===== config.mk =====
export PLATFORM = sky130hd
export DESIGN_NAME = piece_randomizer
export DESIGN_NICKNAME = d
export VERILOG_FILES = /design/src/rtl/tetris_rand_pkg.sv /design/src/rtl/lfsr_galois.sv /design/src/rtl/piece_randomizer.sv
export SDC_FILE = /design/constraint.sdc
export NUM_CORES = 1
export LEC_CHECK = 0
export ABC_AREA = 1
export CAP_MARGIN = 20
export CORE_UTILIZATION = 40
export DETAILED_ROUTE_END_ITERATION = 7
export GPL_TIMING_DRIVEN = 0
export SYNTH_ARGS = -nofsm -noshare
export SYNTH_HDL_FRONTEND = slang
export SYNTH_HIERARCHICAL = 1
export SYNTH_SLANG_ARGS = --single-unit

===== constraint.sdc =====
create_clock -name clk -period 4.99 [get_ports clk]
set_clock_uncertainty 0.2 [all_clocks]
set_input_delay 0.7485 -clock clk [delete_from_list [all_inputs] [get_ports clk]]
set_output_delay 0.7485 -clock clk [all_outputs]
set_load 0.01 [all_outputs]

===== src/rtl/tetris_rand_pkg.sv =====
// Shared constants and types for the piece randomizer.
// Holds piece ID encodings, default LFSR seed/taps, mode encoding and
// the queue-occupancy FSM state type.
package tetris_rand_pkg;

  localparam int unsigned NUM_PIECES = 7;
  localparam int unsigned PIECE_ID_W = 3;

  localparam logic [PIECE_ID_W-1:0] PIECE_I = 3'd0;
  localparam logic [PIECE_ID_W-1:0] PIECE_O = 3'd1;
  localparam logic [PIECE_ID_W-1:0] PIECE_T = 3'd2;
  localparam logic [PIECE_ID_W-1:0] PIECE_S = 3'd3;
  localparam logic [PIECE_ID_W-1:0] PIECE_Z = 3'd4;
  localparam logic [PIECE_ID_W-1:0] PIECE_J = 3'd5;
  localparam logic [PIECE_ID_W-1:0] PIECE_L = 3'd6;

  localparam logic [15:0] DEFAULT_SEED = 16'hACE1;
  localparam logic [15:0] DEFAULT_TAPS = 16'hB400;

  localparam logic MODE_UNIFORM = 1'b0;
  localparam logic MODE_BAG     = 1'b1;

  typedef enum logic {
    ST_FILL = 1'b0,
    ST_FULL = 1'b1
  } fill_state_e;

endpackage


===== src/rtl/lfsr_galois.sv =====
// Seedable right-shifting Galois LFSR, steps every cycle.
// Ports: clk, reset_n (async active-low), load/load_val (seed load,
// zero seed replaced by SEED), state (current register value).
module lfsr_galois
  import tetris_rand_pkg::*;
#(
  parameter int unsigned       WIDTH = 16,
  parameter logic [WIDTH-1:0]  TAPS  = WIDTH'(DEFAULT_TAPS),
  parameter logic [WIDTH-1:0]  SEED  = WIDTH'(DEFAULT_SEED)
) (
  input  logic             clk,
  input  logic             reset_n,
  input  logic             load,
  input  logic [WIDTH-1:0] load_val,
  output logic [WIDTH-1:0] state
);

  logic [WIDTH-1:0] state_next;

  // Zero is the lock-up state, so a zero seed falls back to SEED.
  always_comb begin
    state_next = (state >> 1) ^ (state[0] ? TAPS : '0);
    if (load) begin
      state_next = (load_val == '0) ? SEED : load_val;
    end
  end

  always_ff @(posedge clk or negedge reset_n) begin
    if (!reset_n) begin
      state <= SEED;
    end else begin
      state <= state_next;
    end
  end

endmodule


===== src/rtl/piece_randomizer.sv =====
// Tetris piece source: LFSR candidates filtered by uniform or 7-bag
// selection, buffered in a preview queue with a valid/ready head.
// Ports: clk, reset_n, seed_load/seed_in (reseed + flush), mode
// (0 uniform, 1 bag), piece_ready (consumer pop), piece_valid/piece_id
// (head), preview/preview_valid (entries behind head), bag_remaining.
module piece_randomizer #(
  parameter int unsigned            LFSR_WIDTH    = 16,
  parameter logic [LFSR_WIDTH-1:0]  TAPS          = LFSR_WIDTH'(tetris_rand_pkg::DEFAULT_TAPS),
  parameter logic [LFSR_WIDTH-1:0]  SEED          = LFSR_WIDTH'(tetris_rand_pkg::DEFAULT_SEED),
  parameter int unsigned            NUM_PIECES    = tetris_rand_pkg::NUM_PIECES,
  parameter int unsigned            ID_W          = $clog2(NUM_PIECES),
  parameter int unsigned            PREVIEW_DEPTH = 3,
  parameter int unsigned            REJECT_LIMIT  = 8
) (
  input  logic                          clk,
  input  logic                          reset_n,
  input  logic                          seed_load,
  input  logic [LFSR_WIDTH-1:0]         seed_in,
  input  logic                          mode,
  input  logic                          piece_ready,
  output logic                          piece_valid,
  output logic [ID_W-1:0]               piece_id,
  output logic [PREVIEW_DEPTH*ID_W-1:0] preview,
  output logic [PREVIEW_DEPTH-1:0]      preview_valid,
  output logic [ID_W:0]                 bag_remaining
);

  localparam int unsigned QD      = PREVIEW_DEPTH + 1;
  localparam int unsigned CNT_W   = $clog2(QD + 1);
  localparam int unsigned REJ_W   = $clog2(REJECT_LIMIT + 1);
  localparam int unsigned REM_W   = ID_W + 1;
  localparam int unsigned PAD_W   = 2 ** ID_W;

  tetris_rand_pkg::fill_state_e state, state_next;

  logic [LFSR_WIDTH-1:0] lfsr;
  logic [ID_W-1:0]       q      [QD];
  logic [ID_W-1:0]       q_next [QD];
  logic [CNT_W-1:0]      count, count_next, wr_idx;
  logic [NUM_PIECES-1:0] drawn, drawn_next;
  logic [PAD_W-1:0]      drawn_pad;
  logic [REJ_W-1:0]      rej_cnt, rej_next;
  logic [REM_W-1:0]      rem_next;
  logic [PREVIEW_DEPTH-1:0] pv_next;
  logic                  valid_next;
  logic                  bag_mode, pop, cand_ok, fallback, space, accept;
  logic [ID_W-1:0]       cand, low_free, pick;
  logic                  unused_lfsr;

  lfsr_galois #(
    .WIDTH (LFSR_WIDTH),
    .TAPS  (TAPS),
    .SEED  (SEED)
  ) u_lfsr (
    .clk      (clk),
    .reset_n  (reset_n),
    .load     (seed_load),
    .load_val (seed_in),
    .state    (lfsr)
  );

  // Only the low ID bits form the candidate.
  assign unused_lfsr = ^lfsr[LFSR_WIDTH-1:ID_W];

  // Candidate selection, queue update, bag bookkeeping and next state.
  always_comb begin
    state_next = state;
    count_next = count;
    drawn_next = drawn;
    rej_next   = rej_cnt;
    for (int i = 0; i < int'(QD); i++) q_next[i] = q[i];

    bag_mode  = (mode == tetris_rand_pkg::MODE_BAG);
    cand      = lfsr[ID_W-1:0];
    pop       = piece_valid && piece_ready;
    drawn_pad = PAD_W'(drawn);
    cand_ok   = (32'(cand) < NUM_PIECES) && !(bag_mode && drawn_pad[cand]);
    fallback  = bag_mode && (rej_cnt >= REJ_W'(REJECT_LIMIT));

    // Lowest-index undrawn ID; the bag never stays full, so one exists.
    low_free = '0;
    for (int i = int'(NUM_PIECES) - 1; i >= 0; i--) begin
      if (!drawn[i]) low_free = ID_W'(i);
    end

    pick   = cand_ok ? cand : low_free;
    space  = (state == tetris_rand_pkg::ST_FILL) || pop;
    accept = (cand_ok || fallback) && space;
    wr_idx = count - CNT_W'(pop);

    if (seed_load) begin
      state_next = tetris_rand_pkg::ST_FILL;
      count_next = '0;
      drawn_next = '0;
      rej_next   = '0;
      for (int i = 0; i < int'(QD); i++) q_next[i] = '0;
    end else begin
      // Pop shifts zeros in so invalid slots always read as 0.
      if (pop) begin
        for (int i = 0; i < int'(QD) - 1; i++) q_next[i] = q[i+1];
        q_next[QD-1] = '0;
      end
      if (accept) begin
        for (int i = 0; i < int'(QD); i++) begin
          if (CNT_W'(i) == wr_idx) q_next[i] = pick;
        end
      end
      count_next = wr_idx + CNT_W'(accept);

      if (!bag_mode) begin
        drawn_next = '0;
        rej_next   = '0;
      end else if (accept) begin
        drawn_next = drawn | (NUM_PIECES'(1) << pick);
        if (&drawn_next) drawn_next = '0;
        rej_next = '0;
      end else if (!cand_ok && !fallback) begin
        rej_next = rej_cnt + REJ_W'(1);
      end

      state_next = (count_next == CNT_W'(QD)) ? tetris_rand_pkg::ST_FULL
                                               : tetris_rand_pkg::ST_FILL;
    end

    rem_next = '0;
    for (int i = 0; i < int'(NUM_PIECES); i++) begin
      if (!drawn_next[i]) rem_next = rem_next + REM_W'(1);
    end

    valid_next = (count_next != '0);
    for (int k = 0; k < int'(PREVIEW_DEPTH); k++) begin
      pv_next[k] = (count_next > CNT_W'(k + 1));
    end
  end

  always_ff @(posedge clk or negedge reset_n) begin
    if (!reset_n) begin
      state <= tetris_rand_pkg::ST_FILL;
    end else begin
      state <= state_next;
    end
  end

  always_ff @(posedge clk or negedge reset_n) begin
    if (!reset_n) begin
      count         <= '0;
      drawn         <= '0;
      rej_cnt       <= '0;
      piece_valid   <= 1'b0;
      preview_valid <= '0;
      bag_remaining <= REM_W'(NUM_PIECES);
      for (int i = 0; i < int'(QD); i++) q[i] <= '0;
    end else begin
      count         <= count_next;
      drawn         <= drawn_next;
      rej_cnt       <= rej_next;
      piece_valid   <= valid_next;
      preview_valid <= pv_next;
      bag_remaining <= rem_next;
      for (int i = 0; i < int'(QD); i++) q[i] <= q_next[i];
    end
  end

  // Head and preview slots are the queue registers themselves.
  assign piece_id = q[0];
  for (genvar k = 0; k < int'(PREVIEW_DEPTH); k++) begin : g_preview
    assign preview[k*ID_W +: ID_W] = q[k+1];
  end

endmodule

Yosys cells after proc, flatten, opt, wreduce, memory -nomap -nowiden
Index checks and enable logic that the tools add are counted.
{"block": "word_totals", "ff_bits": 51, "input_bits": 21, "out_inout_bits": 20, "word_cells": 89}
{"block": "op_classes", "add_sub_neg": 9, "order_cmp": 6, "n_eq_ne": 5, "shift": 1, "mux": 38, "bitwise": 3, "reduce_logical": 15}
{"operator": "two-way mux 16 bit", "n": 3}
{"operator": "two-way mux 4 bit", "n": 10}
{"operator": "two-way mux 3 bit", "n": 13}
{"operator": "two-way mux 12 bit", "n": 3}
{"operator": "adder 4 x 1 -> 4 bit, second input constant", "n": 7}
{"operator": "two-way mux 7 bit", "n": 4}
{"operator": "logical NOT 16 bit", "n": 1}
{"operator": "bitwise XOR 15 x 16 -> 16 bit", "n": 1}
{"operator": "OR 7 bit", "n": 1}
{"operator": "AND reduction 7 bit", "n": 1}
{"operator": "left shift 1 x 3 -> 7 bit, first input constant", "n": 1}
{"operator": "equality test 2 x 3 -> 1 bit, first input constant", "n": 2}
{"operator": "> comparator 3 x 2 -> 1 bit, second input constant", "n": 2}
{"operator": "logical AND 1 bit", "n": 6}
{"operator": ">= comparator 4 bit, second input constant", "n": 1}
{"operator": "less-than comparator 3 x 4 -> 1 bit, second input constant", "n": 1}
{"operator": "two-way mux 1 bit", "n": 4}
{"operator": "!= test 4 x 2 -> 1 bit, second input constant", "n": 1}
{"operator": "adder 3 x 1 -> 3 bit", "n": 1}
{"operator": "binary-select mux 1 bit (select 3 bit)", "n": 1}
{"operator": "equality test 1 x 3 -> 1 bit, first input constant", "n": 1}
{"operator": "equality test 3 bit, second input constant", "n": 1}
{"operator": "> comparator 3 x 1 -> 1 bit, second input constant", "n": 1}
{"operator": "logical NOT 1 bit", "n": 3}
{"operator": "other kinds (6)", "n": 7}

Logic depth before layout (Yosys ltp)
Gate-level depths: netlist of the first run.
{"block": "logic_depth", "word_depth": 28, "depth_mapped": 36, "depth_no_buf": 35}

Cells and area by module
Netlist of the first run, hierarchy kept.
{"mod": "piece_randomizer", "n_inst": 1, "cells_per_inst": 335, "area_each_um2": 2497.4}
{"mod": "lfsr_galois", "n_inst": 1, "cells_per_inst": 85, "area_each_um2": 720.7}

Worst setup path after synthesis of the first run
No wires, ideal clock.
{"block": "synth_path", "path_type": "reg-to-reg", "startpoint": "register u_lfsr.state[0]", "endpoint": "register bag_remaining[1]", "setup_ns": 0.102, "t_arrival_ns": 3.986, "required_ns": 4.688, "path_slack_ns": 0.702, "path_stages_with_launch": 31, "synth_period_minus_slack_ns": 4.288, "path_cell_list": "dfstp_2 > inv_2 > nand2_1 > nand3_1 > nand2_1 > nand2_2 > nand3_4 > nand2_4 > a21oi_4 > nand3_1 > nand2_1 > nand2_1 > nor2_2 > nand2_2 > buf_6 > nand2_1 > ha_1 > inv_1 > nand3_2 > nand2_1 > inv_1 > ha_1 > nand2_1 > o21ai_0 > ha_1 > or2_0 > nand3_1 > nand2_1 > ha_1 > nand2_1 > o21ai_0"}
{"block": "synth_via", "elab_chain_cells": 26, "word_cells_on_any_way": 29, "classes_between": "6 x add/sub; 1 x order compare; 1 x shift; 14 x mux; 1 x bitwise; 6 x reduce/logical"}
{"item": "start: declaration", "line_no": "lfsr_galois.sv:15", "rtl": "output logic [WIDTH-1:0] state"}
{"item": "start signal: assignment", "line_no": "lfsr_galois.sv:32", "rtl": "state <= state_next;"}
{"item": "binary-select mux 1 bit (select 3 bit)", "line_no": "piece_randomizer.sv:77", "rtl": "cand_ok = (32'(cand) < NUM_PIECES) && !(bag_mode && drawn_pad[cand]);"}
{"item": "two-way mux 1 bit (implied by the code)", "line_no": "piece_randomizer.sv:77"}
{"item": "logical AND 1 bit", "line_no": "piece_randomizer.sv:77"}
{"item": "logical NOT 1 bit", "line_no": "piece_randomizer.sv:77"}
{"item": "logical AND 1 bit", "line_no": "piece_randomizer.sv:77"}
{"item": "two-way mux 3 bit", "line_no": "piece_randomizer.sv:86", "rtl": "pick = cand_ok ? cand : low_free;"}
{"item": "left shift 1 x 3 -> 7 bit", "line_no": "piece_randomizer.sv:114", "rtl": "drawn_next = drawn | (NUM_PIECES'(1) << pick);"}
{"item": "OR 7 bit", "line_no": "piece_randomizer.sv:114"}
{"item": "[... 11 more ...]"}
{"item": "two-way mux 4 bit", "line_no": "piece_randomizer.sv:127", "rtl": "if (!drawn_next[i]) rem_next = rem_next + REM_W'(1);"}
{"item": "adder 4 x 1 -> 4 bit", "line_no": "piece_randomizer.sv:127"}
{"item": "two-way mux 4 bit", "line_no": "piece_randomizer.sv:127"}
{"item": "adder 4 x 1 -> 4 bit", "line_no": "piece_randomizer.sv:127"}
{"item": "two-way mux 4 bit", "line_no": "piece_randomizer.sv:127"}
{"item": "adder 4 x 1 -> 4 bit", "line_no": "piece_randomizer.sv:127"}
{"item": "two-way mux 4 bit *", "line_no": "piece_randomizer.sv:127"}
{"item": "net rem_next[1]", "line_no": "piece_randomizer.sv:43", "rtl": "logic [REM_W-1:0] rem_next;"}
{"item": "end signal: assignment", "line_no": "piece_randomizer.sv:151", "rtl": "bag_remaining <= REM_W'(NUM_PIECES);"}
{"item": "end signal: assignment", "line_no": "piece_randomizer.sv:159", "rtl": "bag_remaining <= rem_next;"}
{"item": "end: declaration", "line_no": "piece_randomizer.sv:25", "rtl": "output logic [ID_W:0] bag_remaining"}
The timed path passes the listed nets; every way through them passes the cells marked *. The select of a mux whose other input is x is not followed.
A chain may end at the register's enable or synchronous reset.

Worst setup path in the final report of the first run
Same ends and word-level chain as after synthesis.

==> impl_metrics.env, run 1 <==
export IMPL_syn2layout_area_growth_pct=21.31
export IMPL_ctsHoldBuffers=0
export IMPL_synth_seq_cells=51
export IMPL_power_mw=1.635
export IMPL_cp_data_arrival_time_ns=4.62
export IMPL_ys_types=38
export IMPL_critPathCaptureType="flop"
export IMPL_gp_congestion=0.8426
export IMPL_start_util=0.4143
export IMPL_antennaDiodeCount=0
export IMPL_cts_clk_slew_worst_paths_ns=0.10
export IMPL_fin_ws_ns=0.3980
export IMPL_hold_class="in2async"
export IMPL_track_usage=0.1812
export IMPL_layout_nets=504
export IMPL_synth_avg_cell_area_um2=7.662
export IMPL_cp_max_fo=10
export IMPL_netlist_area_um2=3218
export IMPL_cts_tree="yes"
export IMPL_synth_top_area_frac=0.3110
export IMPL_cts_made_buffers=5
export IMPL_via_per_inst=4.798
export IMPL_final_cell_mix="nand2_1 (105), inv_1 (46), dfrtp_1 (40)"
export IMPL_tns_ns=0
export IMPL_rows=32
export IMPL_crit_path_start_kind="flop"
export IMPL_ys_warn_count=6
export IMPL_ys_seq_area_frac=0.4009
export IMPL_p_clk_frac=0.153
export IMPL_drc_errors=0
export IMPL_p_seq_frac=0.348
export IMPL_dp_slack_ns=-0.1773
export IMPL_clock_sinks=51
export IMPL_dr_pass1_iters=4
export IMPL_max_cap_violations=0
export IMPL_path_class="reg2reg"
export IMPL_relSlewSlack=0.5522
export IMPL_dp_hpwl_um=5398
export IMPL_drt_initial_drc_count=121
export IMPL_port_buffers=40
export IMPL_final_util=0.5026
export IMPL_synth_fp_nets=452
export IMPL_cts_htree_levels=2
export IMPL_clockRootBuffer="clkbuf_8"
export IMPL_core_area_um2=7767
export IMPL_synth_top_area_cell="dfrtp_1"
export IMPL_cp_slowest_cell="dfstp_2"
export IMPL_dpl_cell_area_um2=3761
export IMPL_clock_latency_ns=0.32
export IMPL_period_share=0.9202
export IMPL_worstPathRequired_ns=5.01
export IMPL_internal_power_mw=0.9713
export IMPL_layout_min_cycle_time_ns=4.592
export IMPL_clock_fmax_mhz=217.8
export IMPL_status="finished clean"
export IMPL_dieHeight_um=91.70
export IMPL_synth_area_leaders="dfrtp_1 (31%), nand2_1 (12%), dfstp_2 (9.0%)"
export IMPL_drive_gt1_frac=0.1839
export IMPL_setup_viol=0
export IMPL_pwr_share_comb=0.500
export IMPL_max_stage_delay_ns=0.60
export IMPL_ir_drop_v=0.0001139
export IMPL_grt_max_degree=31
export IMPL_num_vias=2759
export IMPL_antenna_found_initial=0
export IMPL_worstMarginPinSlew_ns=0.6646
export IMPL_ant_nets=0
export IMPL_die_w_um=91.70
export IMPL_switchingPower_mw=0.6642
export IMPL_grt_pass1_vias=2673
export IMPL_clock_path_buffers=2
export IMPL_wl_um=6956
export IMPL_layout_commonest_cell="nand2_1"
export IMPL_overflow=0
export IMPL_hold_violations=0
export IMPL_power_density_nw_per_um2=419.0
export IMPL_p_leak_nw=1.879
export IMPL_die_area_um2=8408
export IMPL_synth_cells=420
export IMPL_crit_top_cell="nand2_1"
export IMPL_wl_per_cell_um=12.10
export IMPL_swShare=0.4061
export IMPL_slew_violations=0
export IMPL_grt_pass1_wl_um=12290
export IMPL_ios=41
export IMPL_fin_area_um2=3904
-- area by class of cell --
cell class | instances | area, um2
clock inverters | 3 | 23.77
clock buffers | 5 | 68.82
well taps | 102 | 127.6
repair buffers | 45 | 447.9
inverters | 57 | 226.5
plain buffers | 7 | 50.05
flip-flops and latches | 51 | 1290
fillers | 781 | 3864
multi-input cells | 305 | 1669
-- power by group through the flow --
stage          combinational [mW]  clock (mW)  sequential [mW]
2_1_floorplan               0.510           0            0.600
3_3_place_gp                0.796           0            0.575
3_5_place_dp                0.806           0            0.579
4_1_cts                     0.809       0.260            0.572
5_1_grt                     0.936       0.277            0.580
6_report                    0.817       0.250            0.569
-- path summary, 6_finish.rpt --
check	startpoint	cells past startpoint	end	slack, ns
min in group clk	u_lfsr/state[4]	2	u_lfsr/state[3]	0.26
hold / removal	reset_n	1	preview_valid[2]	0.20
setup reg to reg	u_lfsr/state[0]	30	bag_remaining[1]	0.40
setup / recovery	u_lfsr/state[0]	30	bag_remaining[1]	0.40
hold reg to reg	u_lfsr/state[4]	2	u_lfsr/state[3]	0.26
max in group asynchronous	reset_n	2	u_lfsr/state[10]	3.78
-- cells by family (layout without fill, tap and decap cells) --
family          count (synthesis)  count (layout)  share of synthesized area
buf+inv                        64             117                    0.08592
compound gates                 64              64                     0.1120
simple gates                  221             221                     0.3336
flops                          51              51                     0.4009
fa+ha+maj                      11              11                    0.04277
mux                             1               1                   0.003111
xor+xnor                        8               8                    0.02177
-- cells in the mapped netlist (all sizes together) --
library cell    n
inv            56
xnor2           4
a31o            1
xor2            4
nand2         129
o31ai           1
nor2           44
nand4           7
o21ai          30
dfrtp          40
nor3            2
ha             11
nand3          35
dfstp          11
a31oi           3
or2             4
a21oi          25
mux2i           1
o211ai          2
buf             5
clkbuf          2
o22ai           2
clkinv          1
-- routing by layer --
| metal | routed length (um) | global-route usage | vias to the layer above | part of all wire |
|---|---|---|---|---|
| met4 | 92 | 0.04688 | 0 | 0.013 |
| met2 | 3396 | 0.3239 | 53 | 0.49 |
| li1 | - | - | 1455 | - |
| met5 | 0 | 0 | - | 0 |
| met1 | 3240 | 0.2291 | 1242 | 0.47 |
| met3 | 226 | 0.02570 | 9 | 0.032 |
-- flip-flops by register name (all words and copies together) (netlist names) --
name           cells
piece_id           3
drawn              7
bag_remaining      4
piece_valid        1
u_lfsr/state      16
state              1
count              3
preview_valid      3
preview            9
rej_cnt            4
-- critical path: cells and delay by family (launching register included) --
kind | cells | cell delay (ns)
adder cells (fa/ha/maj) | 4 | 1.12
AO/OA/AOI/OAI | 3 | 0.45
AND/OR/NAND/NOR | 19 | 1.77
flip-flops | 1 | 0.60
buffers and inverters | 4 | 0.36
-- repair_timing --
action | in CTS | in global routing
setup buffers | 0 | 4
gates resized for setup | 0 | 5
setup endpoints to repair | 0 | 3
-- per-stage QoR --
| stage | std cells | hold slack, ns |
|---|---|---|
| 4_1_cts | 571 | 0.2089 |
| 6_report | 575 | 0.1966 |
| 3_3_place_gp | 562 | 0.2274 |
| 5_1_grt | 575 | 0.2237 |
| 3_5_place_dp | 563 | 0.2401 |
| 2_1_floorplan | 420 | 0.2183 |
No activity file was read; power rests on OpenSTA's default activity.
==> run 2: changes to the inputs <==
--- a/config.mk
+++ b/config.mk
@@ -14,3 +14,4 @@
 export SYNTH_HDL_FRONTEND = slang
 export SYNTH_HIERARCHICAL = 1
 export SYNTH_SLANG_ARGS = --single-unit
+export TNS_END_PERCENT = 30
==> results of run 2 <==
The final DEF is identical to that of run 1; final timing and power are the same.
==> run 3: changes to the inputs <==
--- a/config.mk
+++ b/config.mk
@@ -10,6 +10,7 @@
 export CORE_UTILIZATION = 40
 export DETAILED_ROUTE_END_ITERATION = 7
 export GPL_TIMING_DRIVEN = 0
+export SKIP_LAST_GASP = 1
 export SYNTH_ARGS = -nofsm -noshare
 export SYNTH_HDL_FRONTEND = slang
 export SYNTH_HIERARCHICAL = 1
==> results of run 3 <==
The final DEF is identical to that of run 1; final timing and power are the same.
